File: src/rtl/mips_cpu_pkg.sv
// -----------------------------------------------------------------------------
// mips_cpu_pkg
// Shared types and constants for the MIPS CPU bus-side logic.
//   size_t      : access width of a load/store (byte, half, word)
//   state_t     : state encoding of the data-side bus master FSM
//   RESET_VECTOR: boot address of the CPU
// Helpers:
//   decode_size   : maps the raw 2-bit size field to size_t (2'b11 -> word)
//   is_misaligned : natural-alignment check for a given size and addr[1:0]
// -----------------------------------------------------------------------------
package mips_cpu_pkg;

   typedef enum logic [1:0] {
      SIZE_BYTE = 2'd0,
      SIZE_HALF = 2'd1,
      SIZE_WORD = 2'd2
   } size_t;

   typedef enum logic [2:0] {
      IDLE   = 3'd0,
      REQ    = 3'd1,
      RDWAIT = 3'd2,
      DONE   = 3'd3,
      ERR    = 3'd4
   } state_t;

   localparam logic [31:0] RESET_VECTOR = 32'hBFC0_0000;

   function automatic size_t decode_size(input logic [1:0] raw);
      size_t s;
      case (raw)
         2'b00:   s = SIZE_BYTE;
         2'b01:   s = SIZE_HALF;
         default: s = SIZE_WORD;
      endcase
      return s;
   endfunction

   function automatic logic is_misaligned(input size_t s, input logic [1:0] addr_lo);
      logic bad;
      case (s)
         SIZE_HALF: bad = addr_lo[0];
         SIZE_WORD: bad = (addr_lo != 2'b00);
         default:   bad = 1'b0;
      endcase
      return bad;
   endfunction

endpackage

File: src/rtl/mips_cpu_lane_align.sv
// -----------------------------------------------------------------------------
// mips_cpu_lane_align
// Purely combinational byte-lane steering between the CPU's right-justified
// data and the 32-bit little-endian memory bus. Shared with the fetch path.
// Ports:
//   size_i       in  access size
//   addr_lo_i    in  byte offset within the word (addr[1:0])
//   sign_i       in  sign-extend byte/half load results
//   wdata_i      in  right-justified store data
//   rdata_i      in  raw bus read data
//   byteenable_o out active byte lanes
//   wdata_o      out store data replicated onto every candidate lane
//   rdata_o      out extracted and extended load result
// -----------------------------------------------------------------------------
module mips_cpu_lane_align
   import mips_cpu_pkg::*;
(
   input  size_t       size_i,
   input  logic [1:0]  addr_lo_i,
   input  logic        sign_i,
   input  logic [31:0] wdata_i,
   input  logic [31:0] rdata_i,
   output logic [3:0]  byteenable_o,
   output logic [31:0] wdata_o,
   output logic [31:0] rdata_o
);

   logic [31:0] lane;

   always_comb begin
      // Move the addressed lane down to bit 0 before extending.
      lane         = rdata_i >> {addr_lo_i, 3'b000};
      byteenable_o = 4'b1111;
      wdata_o      = wdata_i;
      rdata_o      = lane;
      case (size_i)
         SIZE_BYTE: begin
            byteenable_o = 4'b0001 << addr_lo_i;
            wdata_o      = {4{wdata_i[7:0]}};
            rdata_o      = {{24{sign_i & lane[7]}}, lane[7:0]};
         end
         SIZE_HALF: begin
            byteenable_o = addr_lo_i[1] ? 4'b1100 : 4'b0011;
            wdata_o      = {2{wdata_i[15:0]}};
            rdata_o      = {{16{sign_i & lane[15]}}, lane[15:0]};
         end
         default: begin
            byteenable_o = 4'b1111;
            wdata_o      = wdata_i;
            rdata_o      = lane;
         end
      endcase
   end

endmodule

File: src/rtl/mips_cpu_bus_master.sv
// -----------------------------------------------------------------------------
// mips_cpu_bus_master
// Data-side bus initiator: turns one CPU load/store into one memory-bus
// transaction, honouring waitrequest and a fixed registered read latency.
//
// Bus handshake: a transfer is accepted at the rising edge where read or write
// is high and waitrequest is low; until then every bus output holds steady.
// Reads return readdata READ_LATENCY edges after the acceptance edge.
//
// Parameters:
//   READ_LATENCY   (1..3) acceptance edge to readdata sampling edge
//   TIMEOUT_CYCLES stall limit, only used when MIPS_CPU_BUS_TIMEOUT_EN is defined
// Optional feature macro: MIPS_CPU_BUS_TIMEOUT_EN (waitrequest stall timeout)
// Ports:
//   clk, reset_n                       clock, async active-low reset
//   cpu_req/we/size/signed/addr/wdata  request from datapath (sampled in IDLE)
//   cpu_busy/done/err/rdata            status and load result to datapath
//   address/read/write/writedata/byteenable/waitrequest/readdata  memory bus
//   dbg_state                          current FSM state (debug visibility)
// -----------------------------------------------------------------------------
module mips_cpu_bus_master
   import mips_cpu_pkg::*;
#(
   parameter int unsigned READ_LATENCY   = 1,
   parameter int unsigned TIMEOUT_CYCLES = 256
) (
   input  logic        clk,
   input  logic        reset_n,
   input  logic        cpu_req,
   input  logic        cpu_we,
   input  logic [1:0]  cpu_size,
   input  logic        cpu_signed,
   input  logic [31:0] cpu_addr,
   input  logic [31:0] cpu_wdata,
   output logic        cpu_busy,
   output logic        cpu_done,
   output logic        cpu_err,
   output logic [31:0] cpu_rdata,
   output logic [31:0] address,
   output logic        read,
   output logic        write,
   output logic [31:0] writedata,
   output logic [3:0]  byteenable,
   input  logic        waitrequest,
   input  logic [31:0] readdata,
   output logic [2:0]  dbg_state
);

   localparam logic [1:0] RL_INIT = 2'(READ_LATENCY - 1);

   state_t      state_q;
   logic        we_q;
   size_t       size_q;
   logic        signed_q;
   logic [1:0]  addr_lo_q;
   logic [1:0]  cnt_q;
   logic        read_q;
   logic        write_q;
   logic [31:0] address_q;
   logic [31:0] writedata_q;
   logic [3:0]  be_q;
   logic        done_q;
   logic        err_q;
   logic [31:0] rdata_q;

   // In IDLE the aligner sees the live request so lanes can be registered at
   // the launch edge; afterwards it sees the latched request for extraction.
   size_t       size_d;
   logic [1:0]  addr_lo_d;
   logic        signed_d;
   logic [3:0]  al_be;
   logic [31:0] al_wdata;
   logic [31:0] al_rdata;

   always_comb begin
      size_d    = size_q;
      addr_lo_d = addr_lo_q;
      signed_d  = signed_q;
      if (state_q == IDLE) begin
         size_d    = decode_size(cpu_size);
         addr_lo_d = cpu_addr[1:0];
         signed_d  = cpu_signed;
      end
   end

   mips_cpu_lane_align u_align (
      .size_i       (size_d),
      .addr_lo_i    (addr_lo_d),
      .sign_i       (signed_d),
      .wdata_i      (cpu_wdata),
      .rdata_i      (readdata),
      .byteenable_o (al_be),
      .wdata_o      (al_wdata),
      .rdata_o      (al_rdata)
   );

`ifdef MIPS_CPU_BUS_TIMEOUT_EN
   localparam int unsigned STALL_W = $clog2(TIMEOUT_CYCLES + 1);
   localparam logic [STALL_W-1:0] STALL_LAST = STALL_W'(TIMEOUT_CYCLES - 1);
   logic [STALL_W-1:0] stall_q;
`else
   logic unused_timeout_cfg;
   assign unused_timeout_cfg = (TIMEOUT_CYCLES == 0);
`endif

   always_ff @(posedge clk or negedge reset_n) begin
      if (!reset_n) begin
         state_q     <= IDLE;
         we_q        <= 1'b0;
         size_q      <= SIZE_BYTE;
         signed_q    <= 1'b0;
         addr_lo_q   <= 2'b00;
         cnt_q       <= 2'b00;
         read_q      <= 1'b0;
         write_q     <= 1'b0;
         address_q   <= 32'h0;
         writedata_q <= 32'h0;
         be_q        <= 4'h0;
         done_q      <= 1'b0;
         err_q       <= 1'b0;
         rdata_q     <= 32'h0;
`ifdef MIPS_CPU_BUS_TIMEOUT_EN
         stall_q     <= '0;
`endif
      end else begin
         // done/err are single-cycle pulses unless re-armed below.
         done_q <= 1'b0;
         err_q  <= 1'b0;
         case (state_q)
            IDLE: begin
               if (cpu_req) begin
                  we_q      <= cpu_we;
                  size_q    <= size_d;
                  signed_q  <= cpu_signed;
                  addr_lo_q <= cpu_addr[1:0];
                  if (is_misaligned(size_d, cpu_addr[1:0])) begin
                     state_q <= ERR;
                     err_q   <= 1'b1;
                  end else begin
                     state_q     <= REQ;
                     address_q   <= {cpu_addr[31:2], 2'b00};
                     be_q        <= al_be;
                     writedata_q <= al_wdata;
                     read_q      <= ~cpu_we;
                     write_q     <= cpu_we;
`ifdef MIPS_CPU_BUS_TIMEOUT_EN
                     stall_q     <= '0;
`endif
                  end
               end
            end
            REQ: begin
               if (!waitrequest) begin
                  read_q  <= 1'b0;
                  write_q <= 1'b0;
                  if (we_q) begin
                     state_q <= DONE;
                     done_q  <= 1'b1;
                  end else begin
                     state_q <= RDWAIT;
                     cnt_q   <= RL_INIT;
                  end
               end
`ifdef MIPS_CPU_BUS_TIMEOUT_EN
               else if (stall_q == STALL_LAST) begin
                  read_q  <= 1'b0;
                  write_q <= 1'b0;
                  state_q <= ERR;
                  err_q   <= 1'b1;
               end else begin
                  stall_q <= stall_q + 1'b1;
               end
`endif
            end
            RDWAIT: begin
               if (cnt_q == 2'b00) begin
                  rdata_q <= al_rdata;
                  state_q <= DONE;
                  done_q  <= 1'b1;
               end else begin
                  cnt_q <= cnt_q - 1'b1;
               end
            end
            DONE:    state_q <= IDLE;
            ERR:     state_q <= IDLE;
            default: state_q <= IDLE;
         endcase
      end
   end

   assign cpu_busy   = (state_q != IDLE);
   assign cpu_done   = done_q;
   assign cpu_err    = err_q;
   assign cpu_rdata  = rdata_q;
   assign address    = address_q;
   assign read       = read_q;
   assign write      = write_q;
   assign writedata  = writedata_q;
   assign byteenable = be_q;
   assign dbg_state  = state_q;

endmodule
File: config.mk
export PLATFORM = sky130hd
export DESIGN_NAME = mips_cpu_bus_master
export DESIGN_NICKNAME = d
export VERILOG_FILES = /design/src/rtl/mips_cpu_pkg.sv /design/src/rtl/mips_cpu_lane_align.sv /design/src/rtl/mips_cpu_bus_master.sv
export SDC_FILE = /design/constraint.sdc
export NUM_CORES = 1
export LEC_CHECK = 0
export CAP_MARGIN = 20
export CORE_ASPECT_RATIO = 1.4
export CORE_MARGIN = 4
export CORE_UTILIZATION = 45
export CTS_CLUSTER_DIAMETER = 80
export CTS_CLUSTER_SIZE = 40
export DETAILED_ROUTE_END_ITERATION = 8
export GPL_ROUTABILITY_DRIVEN = 0
export PLACE_DENSITY = 0.81
export RECOVER_POWER = 50
export SLEW_MARGIN = 20
export SYNTH_ARGS = -nofsm -noshare
export SYNTH_HDL_FRONTEND = slang
export SYNTH_HIERARCHICAL = 1
export SYNTH_SLANG_ARGS = --single-unit
File: constraint.sdc
create_clock -name clk -period 3.8 [get_ports clk]
set_input_delay 0.38 -clock clk [delete_from_list [all_inputs] [get_ports clk]]
set_output_delay 0.38 -clock clk [all_outputs]
set_load 0.05 [all_outputs]
Yosys cells after proc, flatten, opt, wreduce, memory -nomap -nowiden
Index checks and enable logic that the tools add are counted.
- input bits: 104
- flip-flop bits (word level): 113
- output and inout bits: 108
- equal/unequal tests: 11
- multiplexer cells: 35
- reductions and logical operators: 14
- shift-type cells: 2
- bitwise operators: 4
- $add $sub $neg: 1
- operator list (operator ; number):
    $pmux W32 S2 ; 2
    $shr A32 B5 Y32 ; 1
    $mux W1 ; 15
    $mux W3 ; 4
    $ne A2 B2 Y1 const B ; 6
    $mux W2 ; 5
    $pmux W3 S3 ; 1
    $pmux W1 S2 ; 4
    $pmux W2 S2 ; 2
    $pmux W4 S2 ; 1
    $reduce_and A4 Y1 ; 2
    $logic_not A2 Y1 ; 3
    $reduce_and A3 Y1 ; 2
    $reduce_bool A2 Y1 ; 3
    $eq A2 B1 Y1 const B ; 2
    $mux W4 ; 1
    $reduce_and A2 Y1 ; 2
    $shl A1 B2 Y4 const A ; 1
    $eq A3 B1 Y1 const B ; 1
    $eq A3 B2 Y1 const B ; 1
    $logic_not A3 Y1 ; 1
    $reduce_bool A3 Y1 ; 1
    $and A1 B1 Y1 ; 2
    $eq A2 B2 Y1 const B ; 1
    2 further kinds ; 3

Logic depth before layout (Yosys ltp)
Gate-level depths: netlist (run 1).
- depth after elaboration: 10
- gate-level depth with buffers: 12
- depth with buffers taken out: 8

Modules after synthesis
Netlist (run 1), hierarchy kept.
- modules (own cells, without submodules) (module ; instances ; area each (µm²) ; cells each):
    mips_cpu_bus_master ; 1 ; 4521.8 ; 291
    mips_cpu_lane_align ; 1 ; 1273.7 ; 184

Worst setup path before layout (run 1)
Ideal clock, no wire load.
- kind: reg2reg
- from: register state_q[1], in the netlist dbg_state[1]
- to: register address_q[13], in the netlist address[13]
- library setup time: 0.125 ns
- arrival time: 3.352 ns
- cell stages (with the launch flop): 12
- slack: 0.323 ns
- path buffers: 4
- period minus slack after synthesis: 3.477 ns
- cell sequence: dfrtp_1 > buf_6 > nor3_1 > inv_1 > o21a_1 > ha_1 > and3b_1 > a311o_1 > buf_2 > buf_6 > buf_6 > mux2_4
- longest elaborated chain between the ends: 8
- elaborated cells between the ends (all ways): 9
- RTL lines (item ; line ; RTL):
    from (decl) ; mips_cpu_bus_master.sv:51 ; state_t state_q;
    from (signal assigned) ; mips_cpu_bus_master.sv:108 ; state_q <= IDLE;
    from (signal assigned) ; mips_cpu_bus_master.sv:137 ; state_q <= ERR;
    from (signal assigned) ; mips_cpu_bus_master.sv:140 ; state_q <= REQ;
    $logic_not A3 Y1 (*) ; mips_cpu_bus_master.sv:79, mips_cpu_bus_master.sv:129 ;
    $mux W2 ; mips_cpu_bus_master.sv:79 ; if (state_q == IDLE) begin
    $eq A2 B2 Y1 / $eq A2 B1 Y1 (equally long branches) ; mips_cpu_pkg.sv:41 ; case (s)
    $pmux W1 S2 ; mips_cpu_pkg.sv:41 ;
    $mux W1 ; mips_cpu_bus_master.sv:131 ; if (cpu_req) begin
    $mux W1 ; mips_cpu_bus_master.sv:129 ; case (state_q)
    $not A1 Y1 (no line) ; -- ;
    $reduce_and A3 Y1 (no line) (*) ; -- ;
    to (signal assigned) ; mips_cpu_bus_master.sv:141 ; address_q <= {cpu_addr[31:2], 2'b00};
    to (decl) ; mips_cpu_bus_master.sv:59 ; logic [31:0] address_q;
Mark *: on every way between the ends. The rest lies on a longest branch, timed or not. The select of a mux whose other input is x is not followed.
A chain may end at the register's enable or synchronous reset.

Worst setup path in the final report (run 1)
- from: register state_q[1], in the netlist dbg_state[1]
- to: register writedata_q[19], in the netlist writedata[19]
- longest elaborated chain between the ends: 8
- elaborated cells between the ends (all ways): 11
- RTL lines (item ; line ; RTL):
    $logic_not A3 Y1 (*) ; mips_cpu_bus_master.sv:79 ;
    $mux W2 (*) ; mips_cpu_bus_master.sv:79 ;
    net size_d[1] ; mips_cpu_bus_master.sv:68 ; size_t size_d;
    $eq A2 B2 Y1 / $eq A2 B1 Y1 (equally long branches) ; mips_cpu_pkg.sv:41, mips_cpu_lane_align.sv:36 ;
    $pmux W1 S2 ; mips_cpu_pkg.sv:41 ;
    $mux W1 ; mips_cpu_bus_master.sv:131 ;
    $mux W1 ; mips_cpu_bus_master.sv:129 ;
    $not A1 Y1 (no line) ; -- ;
    $reduce_and A3 Y1 (no line) ; -- ;
    to (signal assigned) ; mips_cpu_bus_master.sv:143 ; writedata_q <= al_wdata;
    to (decl) ; mips_cpu_bus_master.sv:60 ; logic [31:0] writedata_q;
The timed path passes the listed nets; every way through them passes the cells marked *. The select of a mux whose other input is x is not followed.

==> results.json, run 1 <==
{
  "worstReg2RegStart": "dbg_state[1]$_DFFE_PN0P_",
  "cts_setup_buffers": 0,
  "diodes": 0,
  "worstPathMaxFanout": 46,
  "grt_max_degree": 65,
  "synth.top_cell.area_share": 0.488,
  "port_buffers": 209,
  "hold_class": "primary input to async pin",
  "worst_slack_ns": 0.519,
  "fillers": 959,
  "vias_per_cell": 5.44,
  "nets": 779,
  "synth.avg_cell_area_um2": 12.2,
  "area_delta_synth_final_pct": 47.3,
  "endpoint_kind": "register",
  "slew_headroom": -0.0482,
  "synth.distinct_cells": 43,
  "antenna_left": 0,
  "finalHoldViolations": 0,
  "r2r_slack_ns": 0.52,
  "reg2reg_depth": 8,
  "synth_most_common_cell": "dfrtp_1",
  "clock_path_buffers": 2,
  "layout-drive-gt1-share": 0.266,
  "multiInputGateArea_um2": 2700,
  "synthFlopType": "dfrtp_1",
  "drc": 0,
  "path_class": "register to register",
  "timing.fmax_mhz": 305,
  "clk_pin_slew_ns": 0.06,
  "pre_cts_slack_ns": 0.540,
  "num_vias": 4545,
  "clock_latency_ns": 0.41,
  "cts_resized": 0,
  "cts_max_level": 4,
  "synth_seq_area_share": 0.488,
  "finalMaxSlewViolations": 65,
  "grt_pass1_vias": 4845,
  "setup-violations-final": 0,
  "io_pins": 212,
  "totalWireLength_um": 16000,
  "placed_area_um2": 7920,
  "die_area_um2": 14800,
  "synth_seq_cells": 113,
  "period_share": 0.863,
  "synth_common_cells": "dfrtp_1 (113), mux2_2 (109), nand2_1 (32)",
  "ff_latch_area_um2": 2830,
  "violations": "max-capacitance violations, max-slew violations",
  "die_w_um": 104,
  "initial_core_util": 0.464,
  "netlist_instances": 475,
  "synth_edf_count": 0,
  "grt_overflow": 0,
  "synthesis.area_um2": 5800,
  "min_period_ns": 3.28,
  "synthTopCellsByArea": "dfrtp_1 (49%), mux2_2 (21%), mux2_4 (4.7%), mux2i_1 (3.8%), a21oi_1 (2.1%)",
  "cts_sinks": 113,
  "cts_tree": "yes",
  "cts_buffers": 17,
  "hold_buffers": 0,
  "grt_pass1_wl_um": 25600,
  "rsz0062_at_grt": "false",
  "hpwl_um": 12000,
  "async_flop_share": 1.00,
  "fin_skew_ns": 0.00616,
  "cp-start-kind": "register",
  "track_usage": 0.217,
  "maxCapViolations": 1,
  "die_h_um": 142,
  "fp-row-count": 48,
  "cp.arrival_ns": 3.56,
  "worstMarginPinSlew_ns": 1.57,
  "wl_per_cell_um": 19.2,
  "antenna_found_initial": 0,
  "drtPass1Iterations": 5,
  "required_ns": 4.08,
  "status": "complete, but fails checks",
  "core-area_um2": 12500,
  "yosysTopAreaCell": "dfrtp_1",
  "yosysWarnings": 6,
  "final.setup.tns_ns": 0,
  "drt_iter0_drc": 217,
  "r2r_end": "writedata[19]$_DFFE_PN0P_",
  "fin_area_um2": 8540,
  "cts_root_buffer": "clkbuf_16"
}
[critical path: stages, from the launching register on]
cell and delay [ns]:
dfrtp_1 0.48, nor3_1 0.53, mux2i_1 0.31, inv_1 0.20, ha_1 0.38, and3b_1 0.24, a311o_2 0.12, buf_4 0.48
mux2_2 0.41
[registers in the layout, summed over array words and instances, names as in the netlist]
register    count
cpu_rdata      32
writedata      32
address        30
byteenable      4
dbg_state       3
addr_lo_q       2
cnt_q           2
size_q          2
cpu_done        1
cpu_err         1
read            1
signed_q        1
we_q            1
write           1
[cell type report]
class                      instances  area share
clock buffer                      18      0.0514
clock inverter                    14      0.0221
inverter                           8     0.00352
multi-input combinational        312       0.317
sequential                       113       0.331
tap                              150      0.0220
timing repair buffer             220       0.253
[cells by family after synthesis]
family,count (synthesis),synth area share
other,1,0.000647
buffers and inverters,51,0.0477
DFF,113,0.488
and+or+nand+nor,90,0.0870
muxes,150,0.298
xor gates and xnor gates,1,0.00151
AOI/OAI and AO/OA,66,0.0704
adders and majority gates,3,0.00648
[metal layers]
layer / vias to the layer above / GRT usage / share of wire
met2: 181 / 0.380 / 0.54
met1: 2251 / 0.247 / 0.37
met4: 0 / 0.0875 / 0.025
met3: 28 / 0.0699 / 0.067
met5: - / 0 / 0
li1: 2085 / - / -
[worst max path at each step]
stage,from,endpoint,slack (ns),cells after the start
finish,dbg_state[1]$_DFFE_PN0P_,writedata[19]$_DFFE_PN0P_,0.52,8
global placement,dbg_state[1]$_DFFE_PN0P_,address[11]$_DFFE_PN0P_,0.68,8
floorplan,dbg_state[1]$_DFFE_PN0P_,address[13]$_DFFE_PN0P_,0.32,11
CTS,dbg_state[1]$_DFFE_PN0P_,writedata[19]$_DFFE_PN0P_,0.52,8
detailed placement,dbg_state[1]$_DFFE_PN0P_,address[5]$_DFFE_PN0P_,0.54,8
global route,dbg_state[1]$_DFFE_PN0P_,cpu_rdata[16]$_DFFE_PN0P_,0.16,9
[through the flow]
step            util  hold slack [ns]  cells
3_5_place_dp   0.634            0.487    803
6_report       0.683            0.371    835
2_1_floorplan      -           0.0844    476
3_3_place_gp   0.634            0.466    803
4_1_cts        0.684           0.0962    835
5_1_grt        0.683            0.508    835
[placed cells by master, fill, tap and decap left out, types with 2 or more instances in the layout]
master	instances
mux2_4	18
o21ai_0	13
o21a_1	2
nand2_1	32
dlygate4sd3_1	43
o21bai_1	4
nand2b_1	3
or4b_2	2
conb_1	2
or4b_1	2
clkbuf_16	17
nand4_1	10
nand3_1	7
clkdlybuf4s50_1	165
or2_1	5
a21oi_1	24
clkinvlp_4	3
a211oi_1	10
clkinv_2	4
clkbuf_1	2
mux2i_1	22
or2_2	3
a22oi_1	7
nand3b_1	2
buf_4	9
bufinv_16	4
nor2_1	4
dfrtp_1	113
inv_1	8
nor2_2	2
clkinv_4	3
nor2b_1	11
or3b_2	2
mux2_2	109
ha_1	3
Power of run 1 is not shown: default switching activity piles up to over one toggle a cycle in this logic, so the estimate is an artifact.
==> inputs of run 2 (changes only) <==
Settings changed: REMOVE_ABC_BUFFERS set to 1.
==> run 2 against run 1 <==
The flow still finishes with violations (max-capacitance violations, max-slew violations). Critical endpoint is now writedata[18]$_DFFE_PN0P_. Via count shrank 0.31%. Count of clock-buffer cells in the layout up 8. Die area is the same. Largest cell class unchanged. Critical path depth unchanged. Worst hold slack improved by 0.11 ns. Wire length shrank 2.1%. Final area fell by 0.21%. Cell count up 0.24%. Worst setup slack lost 0.27 ns. First-iteration DRC count shrank 41%. Clock skew is 0.0038 ns higher.
==> results.json, run 2 (synthesis results as in run 1) <==
{
  "status": "complete, but fails checks",
  "violations": "max-capacitance violations, max-slew violations",
  "period_share": 0.934,
  "area_delta_synth_final_pct": 47.0,
  "finalMaxSlewViolations": 45,
  "path_class": "register to register",
  "hpwl_um": 11500,
  "die_area_um2": 14800,
  "antenna_left": 0,
  "diodes": 0,
  "grt_pass1_wl_um": 25300,
  "core-area_um2": 12500,
  "hold_class": "register to register",
  "drtPass1Iterations": 4,
  "grt_overflow": 0,
  "fillers": 915,
  "required_ns": 4.09,
  "io_pins": 212,
  "antenna_found_initial": 0,
  "nets": 782,
  "vias_per_cell": 5.41,
  "wl_per_cell_um": 18.8,
  "cts_max_level": 4,
  "initial_core_util": 0.464,
  "ff_latch_area_um2": 2830,
  "totalWireLength_um": 15700,
  "fin_skew_ns": 0.0100,
  "cts_root_buffer": "clkbuf_16",
  "track_usage": 0.213,
  "maxCapViolations": 1,
  "grt_pass1_vias": 4924,
  "cts_tree": "yes",
  "dp.cells": 804,
  "slew_headroom": -0.547,
  "finalHoldViolations": 0,
  "endpoint_kind": "register",
  "multiInputGateArea_um2": 2700,
  "final_common_cell": "clkdlybuf4s50_1",
  "fp-row-count": 48,
  "layout_common_cells": "clkdlybuf4s50_1 (165), dfrtp_1 (113), mux2_2 (109)",
  "rsz0062_at_grt": "false",
  "drt_iter0_drc": 128,
  "drc": 0,
  "r2r_slack_ns": 0.25,
  "worstMarginPinSlew_ns": 2.32,
  "die_h_um": 142,
  "cp-start-kind": "register",
  "grt_max_degree": 69,
  "clock_latency_ns": 0.41,
  "num_vias": 4531,
  "min_period_ns": 3.55,
  "clk_pin_slew_ns": 0.05,
  "die_w_um": 104,
  "cts_sinks": 113,
  "setup-violations-final": 0,
  "port_buffers": 209,
  "worstPathMaxFanout": 68,
  "layout-drive-gt1-share": 0.262,
  "clock_path_buffers": 2,
  "worst_hold_slack_ns": 0.483,
  "final_cells": 837,
  "cp.arrival_ns": 3.84,
  "cts_buffers": 17,
  "timing.fmax_mhz": 282
}
run 2: worst paths after layout:
path / from / end / cells after the start
setup / recovery: dbg_state[1]$_DFFE_PN0P_ / writedata[18]$_DFFE_PN0P_ / 8
hold / removal: size_q[0]$_DFFE_PN0P_ / size_q[0]$_DFFE_PN0P_ / 2
setup reg to reg: dbg_state[1]$_DFFE_PN0P_ / writedata[18]$_DFFE_PN0P_ / 8
hold reg to reg: size_q[0]$_DFFE_PN0P_ / size_q[0]$_DFFE_PN0P_ / 2
max in group asynchronous: reset_n / cpu_rdata[20]$_DFFE_PN0P_ / 3
min in group asynchronous: reset_n / cpu_rdata[7]$_DFFE_PN0P_ / 2
run 2: cell type report:
cell class,instances,area share
flip-flops and latches,113,0.332
multi-input cells,312,0.317
repair buffers,223,0.257
clock buffers,26,0.0598
well taps,150,0.0220
clock inverters,5,0.00881
inverters,8,0.00352
run 2: repair_timing:
| action | CTS | global route |
|---|---|---|
| setup buffers | 0 | 1 |
| resized for setup | 0 | 0 |
| hold buffers | 1 | 0 |
| endpoints found under the setup margin | 0 | 16 |
| endpoints found under the hold margin | 42 | 0 |
run 2: per-stage QoR:
stage / worst slack [ns] / cell area (um^2) / setup TNS (ns) / utilization
after detailed placement: 0.294 / 7930 / 0 / 0.635
after global placement: 0.394 / 7930 / 0 / 0.635
final: 0.251 / 8520 / 0 / 0.682
after floorplan: -2.38 / 5550 / -169.32 / -
after global routing: 0.0170 / 8520 / 0 / 0.682
after CTS: 0.259 / 8520 / 0 / 0.682
run 2: worst max-delay path, stage by stage, from the launching register on:
cell and delay, ns:
dfrtp_1 0.48, nor3_1 0.53, inv_1 0.26, o21a_1 0.25, ha_1 0.35, and3b_1 0.23, a311o_2 0.10, buf_4 0.73
mux2_2 0.43
run 2: routing by layer:
layer / global-route usage / wire [um] / up-vias
li1: - / - / 2099
met1: 0.224 / 5780 / 2215
met2: 0.400 / 8430 / 195
met3: 0.0767 / 1250 / 22
met4: 0.0623 / 246 / 0
met5: 0 / 0 / -
Power of run 2 is left out for the same reason.
==> RTL change 1, RTL diff (settings of run 2) <==
The 3 values of `size_t` get a one-hot encoding in 3 bits.
--- a/src/rtl/mips_cpu_pkg.sv
+++ b/src/rtl/mips_cpu_pkg.sv
@@ -12,6 +12,6 @@
 
-   typedef enum logic [1:0] {
-      SIZE_BYTE = 2'd0,
-      SIZE_HALF = 2'd1,
-      SIZE_WORD = 2'd2
+   typedef enum logic [2:0] {
+      SIZE_BYTE = 3'b001,
+      SIZE_HALF = 3'b010,
+      SIZE_WORD = 3'b100
    } size_t;
Behaviour: no difference found for any inputs over 4 cycles, from zero or initial values and one cycle with reset_n low; so few cycles prove little.
==> RTL change 1 against run 2 <==
- the flow still finishes with violations (capacitance limit, slew limit)
- utilization shrank 0.17 points
- wire length grew 4.9%
- worst setup slack gained 180 ps
- sequential cell count grew 1
- clock skew grew 1.6 ps
- area after synthesis grew 3.3%
- cell area grew 3.3%
- critical path type unchanged
- highest routed layer unchanged
==> RTL change 1: results (changes against run 2) <==
| Metric | Value |
|---|---|
| Outcome | `finished with violations` |
| Violated checks | `capacitance limit, slew limit` |
| Multiplexer fraction of the synthesized cell area | `27.4% (-2.4 points)` |
| Reg2Reg Setup Slack | `440 ps (+180 ps)` |
| Hold path endpoint | `cnt_q[0]$_DFFE_PN0P_` |
| Critical Path Max Stage Delay | `640 ps (-90 ps)` |
| Vias per cell | `5.39 (-0.39%)` |
| Deepest clock path buffer count | `2 (unchanged)` |
| Clock root buffer | `clkbuf_16` |
| Parity-gate share of the synthesized area counting xor and xnor cells | `0.146% (-0.0048 points)` |
| Clock network share of area | `7.53% (+0.68 points)` |
| Inverters, non-clock | `16 (+8)` |
| Launch point of the worst hold path | `cnt_q[0]$_DFFE_PN0P_` |
| Total placed instance area | `0.00815 sq mm (+2.8%)` |
| Netlist Area Pre-Place | `0.00599 sq mm (+3.3%)` |
| Comb_multi_in | `317 (+1.6%)` |
| Register share of the cell area | `32.4% (-0.76 points)` |
| Type of the worst min-delay path | `reg -> reg` |
| Fill count | `930 (+1.6%)` |
| Count of distinct cell types in the synthesized netlist | `50 (+16%)` |
| Worst setup endpoint | `cpu_rdata[30]$_DFFE_PN0P_` |
| Worst-case hold slack | `479 ps (-4.02 ps)` |
| Critical path fanouts, max | `15 (-78%)` |
| Part of the Yosys area used for sequential elements | `47.7% (-1.1 points)` |
| Global routing usage summed across all routing layers | `21.6% (+0.29 points)` |
| Number of cells on the worst reg-to-reg path | `7 (-1)` |
| Top post-synthesis cells by count | `dfrtp_1, mux2_2, nor2_1` |
| Mean area per synthesized cell | `12.2 sq um (+0.35%)` |
| Cell types occupying the most area after synthesis | `dfrtp_1, mux2_2, mux2_4, o221ai_1, nor2_1` |
| Crit path max-delay cell type | `o21ai_2` |
| # clk buffers | `23 (-12%)` |
| Largest net degree at the start of global routing | `62 (-10%)` |
| Worst slew pin tran | `3010 ps (+684 ps)` |
| Post-placement cell count | `842 (+4.7%)` |
| First-pass GRT wire length | `26100 microns (+3.3%)` |
| Post-DP HPWL | `12000 microns (+4.1%)` |
| Seq_cells | `114 (+0.88%)` |
| Final cycle utilization of the critical path | `88.5% (-4.9 points)` |
| Buffers, non-clock | `217 (-2.7%)` |
| Final number of max-transition violations | `88 (+96%)` |
| Synthesized-area fraction occupied by adder cells | `0.209% (-0.44 points)` |
| Non-clock buffering overhead | `24.6% (-1.1 points)` |
| Worst Hold Depth | `1 (-1)` |
| Max cap viols | `2 (+1)` |
| Multi-input combinational area share | `32.2% (+0.49 points)` |
| Arrival time reported for the critical path endpoint | `3650 ps (-190 ps)` |
| Fraction of final layout cells sized beyond drive strength 1 | `26.9% (+0.67 points)` |
| Final net count | `788 (+0.77%)` |
| Compound-Gate Fraction of Synth Area | `11.3% (+4.3 points)` |
| Routed wire length | `16500 microns (+4.9%)` |
| Worst slack at placement | `517 ps (+222 ps)` |
| Initial drt markers | `228 (+78%)` |
| Vias in the first global route | `5018 (+1.9%)` |
| Layout Skew | `11.6 ps (+1.57 ps)` |
| Count of vias placed by the detailed router | `4713 (+4.0%)` |
[RTL change 1: cell count changes in the layout (fill, tap and decap cells not counted), sizes merged, moves of 7 or more]
cell	change
or2	-9
nand4	-9
o211ai	+9
mux2i	-13
nor2	+27
o221a	+7
inv	+8
o221ai	+15
[RTL change 1: power by group]
part | internal [mW] | leakage [nW] | total, mW | switching, mW
Clock | 1.23 | 0.319 | 1.78 | 0.548
Sequential | 1.81 | 1.38 | 2.15 | 0.338
Combinational | 2.19 | 2.06 | 5.77 | 3.58
Total | 5.23 | 3.76 | 9.70 | 4.46
[RTL change 1: critical path: cells and delay by family (launching register included)]
kind | cells | cell delay (ps)
mux | 1 | 310
compound gates | 3 | 1520
xor+xnor | 1 | 270
flops | 1 | 460
buf+inv | 1 | 280
simple gates | 1 | 390
[RTL change 1: routing by layer]
metal	vias up	wire (microns)	global-route usage [%]
li1	2168	-	-
met1	2342	6090	23.3
met2	185	9050	39.9
met3	18	1080	6.74
met4	0	260	7.53
met5	-	0	0
==> RTL change 2, RTL diff (config.mk and constraints of run 2) <==
Without the edit above. Build with the macro `MIPS_CPU_BUS_TIMEOUT_EN` defined.
--- a/src/rtl/mips_cpu_bus_master.sv
+++ b/src/rtl/mips_cpu_bus_master.sv
@@ -20,2 +20,4 @@
 // -----------------------------------------------------------------------------
+`define MIPS_CPU_BUS_TIMEOUT_EN
+
 module mips_cpu_bus_master
Check against the original RTL: no difference found for any inputs over 4 cycles, from zero or initial values and one cycle with reset_n low; that may be too few to reach the edited logic, so the function may still have changed.
==> RTL change 2 against run 2 <==
- the flow still finishes with violations (capacitance limit, slew limit)
- sequential cell count grew 9
- cell area grew 9.1%
- worst setup slack gained 150 ps
- clock skew shrank 1.9 ps
- area after synthesis grew 13%
- via count grew 11%
- synthesized cell count grew 13%
- die area grew 12%
- wire length grew 13%
- critical path type unchanged
- largest cell class is now multi-input combinational cells
==> RTL change 2: results (changes against run 2) <==
| Metric | Value |
|---|---|
| Routed length per placed instance | `19.2 microns (+2.1%)` |
| Relative max-transition margin | `-119% (-64 points)` |
| Inverters, non-clock | `10 (+2)` |
| Post-DP HPWL | `12800 microns (+11%)` |
| Layout Skew | `8.13 ps (-1.87 ps)` |
| Compound-Gate Fraction of Synth Area | `8.09% (+1.1 points)` |
| Arrival time reported for the critical path endpoint | `3740 ps (-100 ps)` |
| Buffers, non-clock | `217 (-2.7%)` |
| Largest net degree at the start of global routing | `71 (+2.9%)` |
| Crit path max-delay cell type | `mux2_2` |
| Worst slack at placement | `496 ps (+202 ps)` |
| Parity-gate share of the synthesized area counting xor and xnor cells | `0.268% (+0.12 points)` |
| Final number of max-transition violations | `94 (+110%)` |
| Critical path fanouts, max | `41 (-40%)` |
| Final Instance Count excl. Fillers | `928 (+11%)` |
| Max cap viols | `2 (+1)` |
| Non-clock buffering overhead | `23.3% (-2.4 points)` |
| Critical Path Max Stage Delay | `790 ps (+60 ps)` |
| Synthesized-area fraction occupied by adder cells | `0.957% (+0.31 points)` |
| Number of cells on the worst reg-to-reg path | `7 (-1)` |
| Multiplexer fraction of the synthesized cell area | `28.7% (-1.1 points)` |
| Count of distinct cell types in the synthesized netlist | `52 (+21%)` |
| Fill count | `1077 (+18%)` |
| Number of iterations in the first detailed-routing pass | `8 (+4)` |
| Multi-input combinational area share | `34.2% (+2.5 points)` |
| Global routing usage summed across all routing layers | `22.0% (+0.73 points)` |
| First-pass GRT wire length | `28400 microns (+12%)` |
| Launch point of the worst hold path | `addr_lo_q[0]$_DFFE_PN0P_` |
| Part of the Yosys area used for sequential elements | `46.7% (-2.1 points)` |
| Worst R2R Start | `dbg_state[0]$_DFFE_PN0P_` |
| Violated checks | `capacitance limit, slew limit` |
| Top post-synthesis cells by count | `dfrtp_1, mux2_4, mux2_2` |
| Flip-flop and latch count after synthesis | `122 (+8.0%)` |
| Post-placement cell count | `896 (+11%)` |
| Final net count | `839 (+7.3%)` |
| Fraction of final layout cells sized beyond drive strength 1 | `23.0% (-3.2 points)` |
| Outcome | `finished with violations` |
| # clk buffers | `21 (-19%)` |
| Clock network share of area | `6.77% (-0.090 points)` |
## RTL change 2: path summary, 6_finish.rpt
path,endpoint,slack (ps)
setup / recovery,cpu_rdata[19]$_DFFE_PN0P_,400
hold / removal,addr_lo_q[0]$_DFFE_PN0P_,470
setup reg to reg,cpu_rdata[19]$_DFFE_PN0P_,400
hold reg to reg,addr_lo_q[0]$_DFFE_PN0P_,470
max in group asynchronous,writedata[14]$_DFFE_PN0P_,870
min in group asynchronous,cpu_rdata[25]$_DFFE_PN0P_,1060
## RTL change 2: cells by family after synthesis
| logic type | Yosys count |
|---|---|
| AND/OR/NAND/NOR | 124 |
| multiplexers | 147 |
| XOR/XNOR | 2 |
| other | 1 |
| buffers and inverters | 54 |
| flip-flops | 122 |
| AO/OA/AOI/OAI | 82 |
| adder cells (fa/ha/maj) | 5 |
## RTL change 2: routing by layer
| layer | global-route usage, % | wire length (microns) | vias up |
|---|---|---|---|
| met2 | 37.7 | 9480 | 199 |
| met5 | 0 | 0 | - |
| met1 | 26.6 | 6860 | 2481 |
| met3 | 5.83 | 1100 | 27 |
| li1 | - | - | 2310 |
| met4 | 7.61 | 350 | 0 |
## RTL change 2: power groups by stage
stage | logic [mW] | clock network, mW | registers, mW
2_1_floorplan | 2.53 | 0 | 4.20
3_3_place_gp | 6.17 | 0 | 2.32
3_5_place_dp | 6.30 | 0 | 2.34
4_1_cts | 6.33 | 1.74 | 2.35
5_1_grt | 6.56 | 1.81 | 2.41
6_report | 6.23 | 1.72 | 2.33
## RTL change 2: critical path, delay by kind of cell, from the launching register on
family | cells | cell delay, ps
mux | 2 | 980
simple gates | 4 | 1610
flops | 1 | 550
buf+inv | 1 | 170
